## config.mk

```make
export PLATFORM = sky130hd
export DESIGN_NAME = mem_stage_unit
export DESIGN_NICKNAME = d
export VERILOG_FILES = /design/src/rtl/mem_stage_unit_pkg.sv /design/src/rtl/stack_pointer_reg.sv /design/src/rtl/mem_stage_unit.sv
export SDC_FILE = /design/constraint.sdc
export NUM_CORES = 1
export LEC_CHECK = 0
export BUFFER_PORTS_ARGS = -buffer_cell sky130_fd_sc_hd__buf_2
export CAP_MARGIN = 20
export CORE_MARGIN = 2
export CORE_UTILIZATION = 53
export CTS_BUF_LIST = sky130_fd_sc_hd__clkbuf_8
export DETAILED_ROUTE_END_ITERATION = 8
export GPL_TIMING_DRIVEN = 0
export PLACE_DENSITY_LB_ADDON = 0.05
export SLEW_MARGIN = 15
export SYNTH_ARGS = -nofsm -noshare
export SYNTH_HDL_FRONTEND = slang
export SYNTH_SLANG_ARGS = --single-unit
```

## constraint.sdc

```tcl
create_clock -name clk -period 4.2 [get_ports clk]
set_input_delay 1.26 -clock clk [delete_from_list [all_inputs] [get_ports clk]]
set_output_delay 1.26 -clock clk [all_outputs]
set_load 0.005 [all_outputs]
```

## src/rtl/mem_stage_unit_pkg.sv

```systemverilog
// mem_stage_unit_pkg: op codes, FSM states and stack defaults shared by the memory stage.
package mem_stage_unit_pkg;

   localparam logic [15:0] SP_INIT_DEF = 16'h07FF;

   typedef enum logic [2:0] {
      OP_NOP    = 3'd0,
      OP_LOAD   = 3'd1,
      OP_STORE  = 3'd2,
      OP_PUSH   = 3'd3,
      OP_POP    = 3'd4,
      OP_PUSH32 = 3'd5,
      OP_POP32  = 3'd6,
      OP_RSVD   = 3'd7
   } op_e;

   typedef enum logic [2:0] {
      IDLE     = 3'd0,
      RD_WAIT  = 3'd1,
      PUSH_LO  = 3'd2,
      POP_2    = 3'd3,
      POP_WAIT = 3'd4
   } state_e;

   // The reserved encoding behaves exactly like a plain ALU pass-through.
   function automatic logic is_alu(input logic [2:0] op);
      return (op == OP_NOP) || (op == OP_RSVD);
   endfunction

endpackage

```

## src/rtl/stack_pointer_reg.sv

```systemverilog
// stack_pointer_reg: stack pointer with async reset to INIT, inc/dec/hold, and a precomputed SP+1.
module stack_pointer_reg
   import mem_stage_unit_pkg::*;
#(
   parameter int W = 16,
   parameter logic [W-1:0] INIT = W'(SP_INIT_DEF)
) (
   input  logic         clk,
   input  logic         reset,
   input  logic         inc,
   input  logic         dec,
   output logic [W-1:0] sp,
   output logic [W-1:0] sp_plus1
);

   assign sp_plus1 = sp + W'(1);

   always_ff @(posedge clk or posedge reset)
      if (reset)
         sp <= INIT;
      else if (inc)
         sp <= sp_plus1;
      else if (dec)
         sp <= sp - W'(1);

endmodule

```

## src/rtl/mem_stage_unit.sv

```systemverilog
// mem_stage_unit: memory-stage engine that drives data memory, owns SP, sequences
// one/two-word stack accesses and produces registered MEM/WB fields.
module mem_stage_unit
   import mem_stage_unit_pkg::*;
#(
   parameter int ADDR_W = 16,
   parameter int DATA_W = 16,
   parameter logic [ADDR_W-1:0] SP_INIT = ADDR_W'(SP_INIT_DEF)
) (
   input  logic                  clk,
   input  logic                  reset,
   input  logic [2:0]            op_in,
   input  logic                  reg_write_in,
   input  logic [DATA_W-1:0]     result_in,
   input  logic [DATA_W-1:0]     result_hi_in,
   input  logic [ADDR_W-1:0]     address_in,
   input  logic [2:0]            reg_dst_in,
   input  logic [DATA_W-1:0]     mem_rdata,
   output logic [ADDR_W-1:0]     mem_addr,
   output logic [DATA_W-1:0]     mem_wdata,
   output logic                  mem_we,
   output logic                  mem_re,
   output logic                  stall,
   output logic                  wb_valid,
   output logic                  wb_en,
   output logic [2:0]            wb_reg_num,
   output logic [DATA_W-1:0]     wb_data,
   output logic                  pc_load,
   output logic [2*DATA_W-1:0]   pc_out
);

   state_e            state, next;
   logic              sp_inc, sp_dec;
   logic [ADDR_W-1:0] sp, sp_plus1;
   logic [DATA_W-1:0] lo_q;
   logic [2:0]        dst_q;
   logic              rw_q;

   stack_pointer_reg #(.W(ADDR_W), .INIT(SP_INIT)) u_sp (
      .clk      (clk),
      .reset    (reset),
      .inc      (sp_inc),
      .dec      (sp_dec),
      .sp       (sp),
      .sp_plus1 (sp_plus1)
   );

   // Memory strobes are combinational, so they are gated by reset to stay quiet while it is held.
   always_comb begin
      next      = state;
      mem_addr  = '0;
      mem_wdata = '0;
      mem_we    = 1'b0;
      mem_re    = 1'b0;
      stall     = 1'b0;
      sp_inc    = 1'b0;
      sp_dec    = 1'b0;
      if (!reset) begin
         case (state)
            IDLE: begin
               case (op_in)
                  OP_LOAD: begin
                     mem_re = 1'b1; mem_addr = address_in; stall = 1'b1; next = RD_WAIT;
                  end
                  OP_STORE: begin
                     mem_we = 1'b1; mem_addr = address_in; mem_wdata = result_in;
                  end
                  OP_PUSH: begin
                     mem_we = 1'b1; mem_addr = sp; mem_wdata = result_in; sp_dec = 1'b1;
                  end
                  OP_POP: begin
                     mem_re = 1'b1; mem_addr = sp_plus1; sp_inc = 1'b1; stall = 1'b1; next = RD_WAIT;
                  end
                  OP_PUSH32: begin
                     mem_we = 1'b1; mem_addr = sp; mem_wdata = result_hi_in; sp_dec = 1'b1;
                     stall = 1'b1; next = PUSH_LO;
                  end
                  OP_POP32: begin
                     mem_re = 1'b1; mem_addr = sp_plus1; sp_inc = 1'b1; stall = 1'b1; next = POP_2;
                  end
                  default: ;
               endcase
            end
            PUSH_LO: begin
               mem_we = 1'b1; mem_addr = sp; mem_wdata = result_in; sp_dec = 1'b1; next = IDLE;
            end
            POP_2: begin
               mem_re = 1'b1; mem_addr = sp_plus1; sp_inc = 1'b1; stall = 1'b1; next = POP_WAIT;
            end
            default: next = IDLE;
         endcase
      end
   end

   always_ff @(posedge clk or posedge reset)
      if (reset) begin
         state      <= IDLE;
         wb_valid   <= 1'b0;
         wb_en      <= 1'b0;
         wb_reg_num <= '0;
         wb_data    <= '0;
         pc_load    <= 1'b0;
         pc_out     <= '0;
         lo_q       <= '0;
         dst_q      <= '0;
         rw_q       <= 1'b0;
      end else begin
         state    <= next;
         wb_valid <= 1'b0;
         pc_load  <= 1'b0;
         case (state)
            IDLE: begin
               dst_q <= reg_dst_in;
               rw_q  <= reg_write_in;
               if (next == IDLE) begin
                  wb_valid   <= 1'b1;
                  wb_reg_num <= reg_dst_in;
                  wb_en      <= is_alu(op_in) && reg_write_in;
                  if (is_alu(op_in))
                     wb_data <= result_in;
               end
            end
            RD_WAIT: begin
               wb_valid   <= 1'b1;
               wb_en      <= rw_q;
               wb_reg_num <= dst_q;
               wb_data    <= mem_rdata;
            end
            PUSH_LO: begin
               wb_valid   <= 1'b1;
               wb_en      <= 1'b0;
               wb_reg_num <= dst_q;
            end
            POP_2: lo_q <= mem_rdata;
            POP_WAIT: begin
               pc_out     <= {mem_rdata, lo_q};
               pc_load    <= 1'b1;
               wb_valid   <= 1'b1;
               wb_en      <= 1'b0;
               wb_reg_num <= dst_q;
            end
            default: ;
         endcase
      end

endmodule
```

==> results of run 1 <==
cells in the mapped netlist, types with 11 or more instances:
library cell / instances / area, sq um
nand2_1: 40 / 150
nor2_1: 31 / 116
dfstp_2: 11 / 289
dfrtp_1: 82 / 2050
clkbuf_1: 16 / 60.1
mux2_2: 52 / 586
a21oi_1: 16 / 80.1
buf_2: 15 / 75.1
o21ai_0: 36 / 180
xnor2_1: 14 / 123
a22o_1: 16 / 140
mux2i_1: 19 / 190
state kept, by name (all words and copies together) (netlist names):
| register | cells |
|---|---|
| pc_load | 1 |
| rw_q | 1 |
| u_sp.sp | 16 |
| wb_valid | 1 |
| pc_out | 32 |
| dst_q | 3 |
| wb_en | 1 |
| state | 3 |
| lo_q | 16 |
| wb_reg_num | 3 |
| wb_data | 16 |
worst max-delay path by stage:
stage | to | slack (ns)
6_report | mem_addr[8] | 0.12
5_1_grt | mem_addr[10] | 0.03
4_1_cts | mem_addr[6] | 0.06
3_5_place_dp | mem_addr[4] | -0.33
3_3_place_gp | pc_out[8] | -0.85
2_1_floorplan | mem_addr[10] | 0.26
through the flow:
step / total power (uW) / setup WS, ns
final: 3510 / 0.124
after global routing: 3740 / 0.0343
after CTS: 3520 / 0.0579
after detailed placement: 2870 / -0.325
after global placement: 2820 / -0.849
after floorplan: 2320 / 0.264
power groups by stage:
| stage | Clock (uW) | Combinational (uW) | Sequential (uW) |
|---|---|---|---|
| finish | 641 | 1350 | 1520 |
| global route | 684 | 1490 | 1570 |
| CTS | 652 | 1350 | 1520 |
| detailed placement | 0 | 1330 | 1540 |
| global placement | 0 | 1300 | 1520 |
| floorplan | 0 | 790 | 1530 |
layout make-up:
| cell class | instances | area (sq um) | area share, % |
|---|---|---|---|
| Multi-Input combinational cell | 326 | 2430 | 39.3 |
| Sequential cell | 93 | 2340 | 37.9 |
| Timing Repair Buffer | 162 | 841 | 13.6 |
| Buffer | 35 | 174 | 2.82 |
| Tap cell | 111 | 139 | 2.25 |
| Clock buffer | 10 | 138 | 2.23 |
| Clock inverter | 6 | 75.1 | 1.22 |
| Inverter | 9 | 36.3 | 0.588 |
worst reg2reg max path: stages (launching register included):
cell	delay [ns]
dfstp_2	0.54
clkbuf_1	0.36
nand3_1	0.23
nor2_1	0.53
and4_1	0.30
a32oi_1	0.08
xnor2_1	0.17
layer usage:
metal	vias up	GRT usage, %	part of all wire (%)
met5	-	0	0
li1	2030	-	-
met2	202	42.7	47
met1	2136	37.5	44
met4	0	8.85	2.0
met3	23	4.94	7.2
timing repair:
item,CTS,global route
endpoints found under the hold margin,0,0
cloned,0,0
endpoints found under the setup margin,26,24
pin swaps,1,2
hold buffers,0,0
setup buffers,1,2
resized for setup,8,10
logic make-up after synthesis:
kind of cell	share of synthesized area, %
xor+xnor	4.09
buf+inv	4.04
flops	47.5
simple gates	12.7
compound gates	15.4
fa+ha+maj	0.508
mux	15.7
==> flow_metrics.py, run 1 <==
metrics = {
    "clock_network": {
        "clkSinkCount": 93,
        "clk_pin_slew_ns": 0.09,
        "clock_latency_ns": 0.36,
        "cts-buffers-inserted": 9,
        "cts_tree": "done",
        "cts_buffer_depth": 2,
        "cts.htree.levels": 3,
        "cts-root-buf": "clkbuf_8",
    },
    "placement": {
        "dp_hpwl_mm": 9.74,
        "dpl-instance-area_sq_mm": 0.00589,
        "dp_cells": 733,
        "io_buffer_count": 158,
        "globalplace.congestion": 0.922,
    },
    "worst_setup_path": {
        "cp.required_ns": 2.94,
        "worst-path-stages": 7,
        "arrival_ns": 2.82,
        "reg2reg_depth": 6,
        "crit_top_cell": "buf_2",
        "cp-startpoint": "op_in[2]",
        "path_max_fanout": 9,
        "max_stage_delay_ns": 0.44,
        "cp-start-kind": "input pin",
        "crit_chain": "buf_2 > xnor2_1 > a2111oi_4 > buf_4 > a222oi_1 > nor2_1 > buf_2",
        "critPathKind": "in -> out",
        "cp_top_family": "compound AO/OA/AOI/OAI gates",
        "r2r_slack_ns": 1.87,
        "crit_path_end_kind": "output pin",
        "critPathSlowestCell": "xnor2_1",
        "reg2reg_to": "u_sp.sp[15]",
        "crit_buf_inv": 3,
        "timing.rr.start": "u_sp.sp[2]",
    },
    "worst_hold_path": {
        "hp-class": "reg -> reg",
        "hold_depth": 2,
        "hp-start": "dst_q[2]",
        "worstHoldEndpoint": "wb_reg_num[2]",
    },
    "final_layout": {
        "drive_gt1_share_pct": 44.3,
        "instances_no_fill": 752,
        "stdcell_area_sq_mm": 0.00617,
        "syn2layout_area_growth_pct": 25.2,
        "fillers": 764,
        "final_cell_mix": "174 x buf_2, 82 x dfrtp_1, 52 x mux2_2",
        "finalNetCount": 711,
        "layout_commonest_cell": "buf_2",
        "post-route-util_pct": 67.8,
        "n_antenna_cell": 0,
    },
    "global_route": {
        "grt_pass1_wl_mm": 21.2,
        "antenna_found_initial": 0,
        "grtUsageTotal_pct": 26.9,
        "grt_pass1_vias": 4263,
        "overflow": 0,
        "grt_max_degree": 64,
    },
    "drt": {
        "drc": 0,
        "vias": 4391,
        "wl_per_cell_microns": 17.7,
        "drt-initial-drc-count": 172,
        "finalWirelength_mm": 13.3,
        "ant_nets": 0,
        "drtPass1Iterations": 6,
        "via_per_inst": 5.84,
    },
    "power": {
        "power_switching_uw": 1240,
        "swShare_pct": 35.2,
        "vdd_drop_max_mv": 0.281,
        "leakage_uw": 0.00295,
        "p_int_uw": 2280,
        "power.density_mw_per_mm2": 569,
        "combPwrFrac_pct": 38.4,
        "clock_power_share_pct": 18.3,
        "seq_power_share_pct": 43.4,
    },
    "die": {
        "die_area_sq_mm": 0.0101,
        "core_area_sq_mm": 0.00911,
        "pin_count": 162,
        "row_count": 35,
        "die_y_microns": 100,
        "start_util_pct": 54.1,
        "die_w_microns": 100,
    },
    "timing": {
        "finalHoldViolations": 0,
        "tightest_slew_ns": 0.883,
        "hold_slack_ns": 0.498,
        "setup_viol": 0,
        "finalCriticalPeriod_ns": 4.08,
        "post-route-period-util_pct": 97.0,
        "slew_viol_final": 0,
        "fmax_mhz": 245,
        "rsz0062_at_grt": "no",
        "max-slew-margin-rel_pct": 40.6,
        "skew_ns": 0.0143,
        "fin_setup_tns_ns": 0,
    },
    "synthesis": {
        "synth_edf_count": 0,
        "synth_seq_area_share_pct": 47.5,
        "yosys_register_bits": 93,
        "netlist_area_sq_mm": 0.00493,
        "synthArstFlopShare_pct": 100,
        "synthCells": 463,
        "synth_cell_type_count": 55,
        "synth_flop_cell": "dfrtp_1",
        "syn_nets": 538,
        "ys_warn_count": 0,
        "syn_avg_cell_area_sq_um": 10.6,
    },
    "outcome": {
        "outcome": "finished, final reports clean",
    },
    "run": {
        "drv_cap": 0,
    },
}
No activity file was read; power rests on OpenSTA's default activity.
==> run 2: changes to the inputs <==
--- a/config.mk
+++ b/config.mk
@@ -8,7 +8,7 @@
 export BUFFER_PORTS_ARGS = -buffer_cell sky130_fd_sc_hd__buf_2
 export CAP_MARGIN = 20
 export CORE_MARGIN = 2
-export CORE_UTILIZATION = 53
+export CORE_UTILIZATION = 48
 export CTS_BUF_LIST = sky130_fd_sc_hd__clkbuf_8
 export DETAILED_ROUTE_END_ITERATION = 8
 export GPL_TIMING_DRIVEN = 0
==> constraint.sdc (replaced) <==
create_clock -name clk -period 3.65 [get_ports clk]
set_input_delay 1.095 -clock clk [delete_from_list [all_inputs] [get_ports clk]]
set_output_delay 1.095 -clock clk [all_outputs]
set_load 0.005 [all_outputs]
==> run 2 against run 1 <==
Worst hold slack got worse by 0.0036 ns. Non-clock buffer count is 4 higher. Sequential share of layout area fell by 1.0 points. First-iteration DRC count increased by 45%. Via count decreased by 0.61%. Clock power is 5.6% higher. Final cell count grew 3.5%. Critical path type unchanged. Largest cell class unchanged.
==> flow_metrics.py, run 2 (synthesized netlist as in run 1, its figures left out) <==
metrics = {
    "outcome": {
        "outcome": "finished, final reports clean",
    },
    "worst_setup_path": {
        "cp-start-kind": "input pin",
        "crit_path_end_kind": "output pin",
        "crit_chain": "buf_4 > nor4b_4 > buf_4 > o21bai_4 > or3_1 > a31oi_1 > buf_2",
        "cp_top_family": "simple AND/OR/NAND/NOR gates",
        "critPathSlowestCell": "or3_1",
        "cp.required_ns": 2.55,
        "max_stage_delay_ns": 0.37,
        "critPathKind": "in -> out",
        "arrival_ns": 2.53,
        "path_max_fanout": 9,
        "crit_top_cell": "buf_4",
        "crit_buf_inv": 3,
    },
    "drt": {
        "ant_nets": 0,
        "via_per_inst": 5.61,
        "finalWirelength_mm": 13.7,
        "wl_met1_mm": 6.08,
        "top_layer": "met4",
        "vias": 4364,
        "wl_met3_mm": 1.00,
        "drc": 0,
        "drt-initial-drc-count": 250,
        "dr_wl_met2_mm": 6.39,
        "drtPass1Iterations": 9,
        "wl_per_cell_microns": 17.6,
    },
    "clock_network": {
        "cts-buffers-inserted": 9,
        "clock_latency_ns": 0.38,
        "cts_buffer_depth": 2,
        "cts-root-buf": "clkbuf_8",
        "cts.htree.levels": 3,
        "clk_pin_slew_ns": 0.09,
        "cts_tree": "done",
        "clkSinkCount": 93,
    },
    "die": {
        "die_w_microns": 105,
        "die_area_sq_mm": 0.0111,
        "core_area_sq_mm": 0.00986,
        "start_util_pct": 50.0,
        "row_count": 36,
        "pin_count": 162,
        "die_y_microns": 105,
    },
    "global_route": {
        "antenna_found_initial": 0,
        "grt_max_degree": 35,
        "grt_pass1_vias": 4257,
        "overflow": 0,
        "grt_pass1_wl_mm": 22.0,
        "grtUsageTotal_pct": 25.1,
    },
    "timing": {
        "rsz0062_at_grt": "yes",
        "tightest_slew_ns": 0.889,
        "post-route-period-util_pct": 99.3,
        "finalCriticalPeriod_ns": 3.63,
        "finalHoldViolations": 0,
        "fmax_mhz": 276,
        "skew_ns": 0.0105,
        "setup_viol": 0,
        "fin_setup_tns_ns": 0,
        "max-slew-margin-rel_pct": 40.3,
        "slew_viol_final": 0,
    },
    "power": {
        "clock_power_share_pct": 16.9,
        "combPwrFrac_pct": 38.5,
        "vdd_drop_max_mv": 0.297,
        "p_int_uw": 2570,
        "power.density_mw_per_mm2": 631,
        "seq_power_share_pct": 44.7,
        "power_switching_uw": 1440,
        "leakage_uw": 0.00301,
        "swShare_pct": 35.9,
    },
    "final_layout": {
        "largest_reg_flops": 32,
        "regMostFlops": "pc_out",
        "fillers": 795,
        "final_cell_mix": "171 x buf_2, 82 x dfrtp_1, 52 x mux2_2",
        "layout_commonest_cell": "buf_2",
        "n_antenna_cell": 0,
        "syn2layout_area_growth_pct": 28.7,
        "drive_gt1_share_pct": 46.2,
        "finalNetCount": 715,
        "post-route-util_pct": 64.3,
    },
    "placement": {
        "io_buffer_count": 158,
        "dp_hpwl_mm": 9.92,
        "globalplace.congestion": 0.916,
    },
    "run": {
        "drv_cap": 0,
    },
    "worst_hold_path": {
        "hp-class": "reg -> reg",
    },
}
-- run 2: layer usage --
metal / vias up / track usage, %
met2: 187 / 38.8
met1: 2138 / 35.4
met5: - / 0
met3: 14 / 5.26
met4: 0 / 8.19
li1: 2025 / -
-- run 2: worst paths after layout --
| check | start | end | slack [ns] | depth (start not counted) |
|---|---|---|---|---|
| max | op_in[0] | mem_addr[10] | 0.02 | 7 |
| max reg2reg | state[2] | pc_out[22] | 1.24 | 5 |
| min | dst_q[0] | wb_reg_num[0] | 0.49 | 2 |
| max in group asynchronous | reset | u_sp.sp[5] | 1.98 | 5 |
| min reg2reg | dst_q[0] | wb_reg_num[0] | 0.49 | 2 |
| min in group asynchronous | reset | wb_valid | 0.97 | 3 |
-- run 2: stage by stage --
stage | hold slack, ns | area (sq um) | cells | worst slack, ns | total power [uW]
floorplan | 0.446 | 4930 | 463 | 0.0437 | 2670
global placement | 0.458 | 5890 | 754 | -0.526 | 3250
detailed placement | 0.478 | 5960 | 757 | -0.548 | 3300
CTS | 0.499 | 6260 | 775 | 0.00273 | 4020
global route | 0.521 | 6340 | 778 | -0.0250 | 4300
finish | 0.494 | 6340 | 778 | 0.0249 | 4010
-- run 2: repair_timing --
item	in CTS	in global routing
pin swaps	2	6
hold buffers	0	0
buffers inserted	3	4
setup endpoints to repair	26	25
cloned	0	1
gates resized for setup	23	17
-- run 2: worst min-delay path, cell delays in order, from the launching register on --
cell     delay, ns
dfrtp_1       0.35
nand2_1       0.04
o21ai_0       0.06
-- run 2: cell type report --
class	instances	area [sq um]	share of cell area [%]
plain buffers	32	185	2.92
well taps	133	166	2.62
flip-flops and latches	93	2340	36.9
multi-input cells	326	2490	39.3
repair buffers	169	931	14.7
clock buffers	10	138	2.17
clock inverters	6	52.6	0.828
inverters	9	37.5	0.592
-- run 2: power groups by stage --
stage / clock network [uW] / logic [uW] / registers (uW)
after global placement: 0 / 1500 / 1740
after floorplan: 0 / 909 / 1760
final: 677 / 1540 / 1790
after global routing: 745 / 1690 / 1860
after detailed placement: 0 / 1540 / 1760
after CTS: 695 / 1560 / 1760
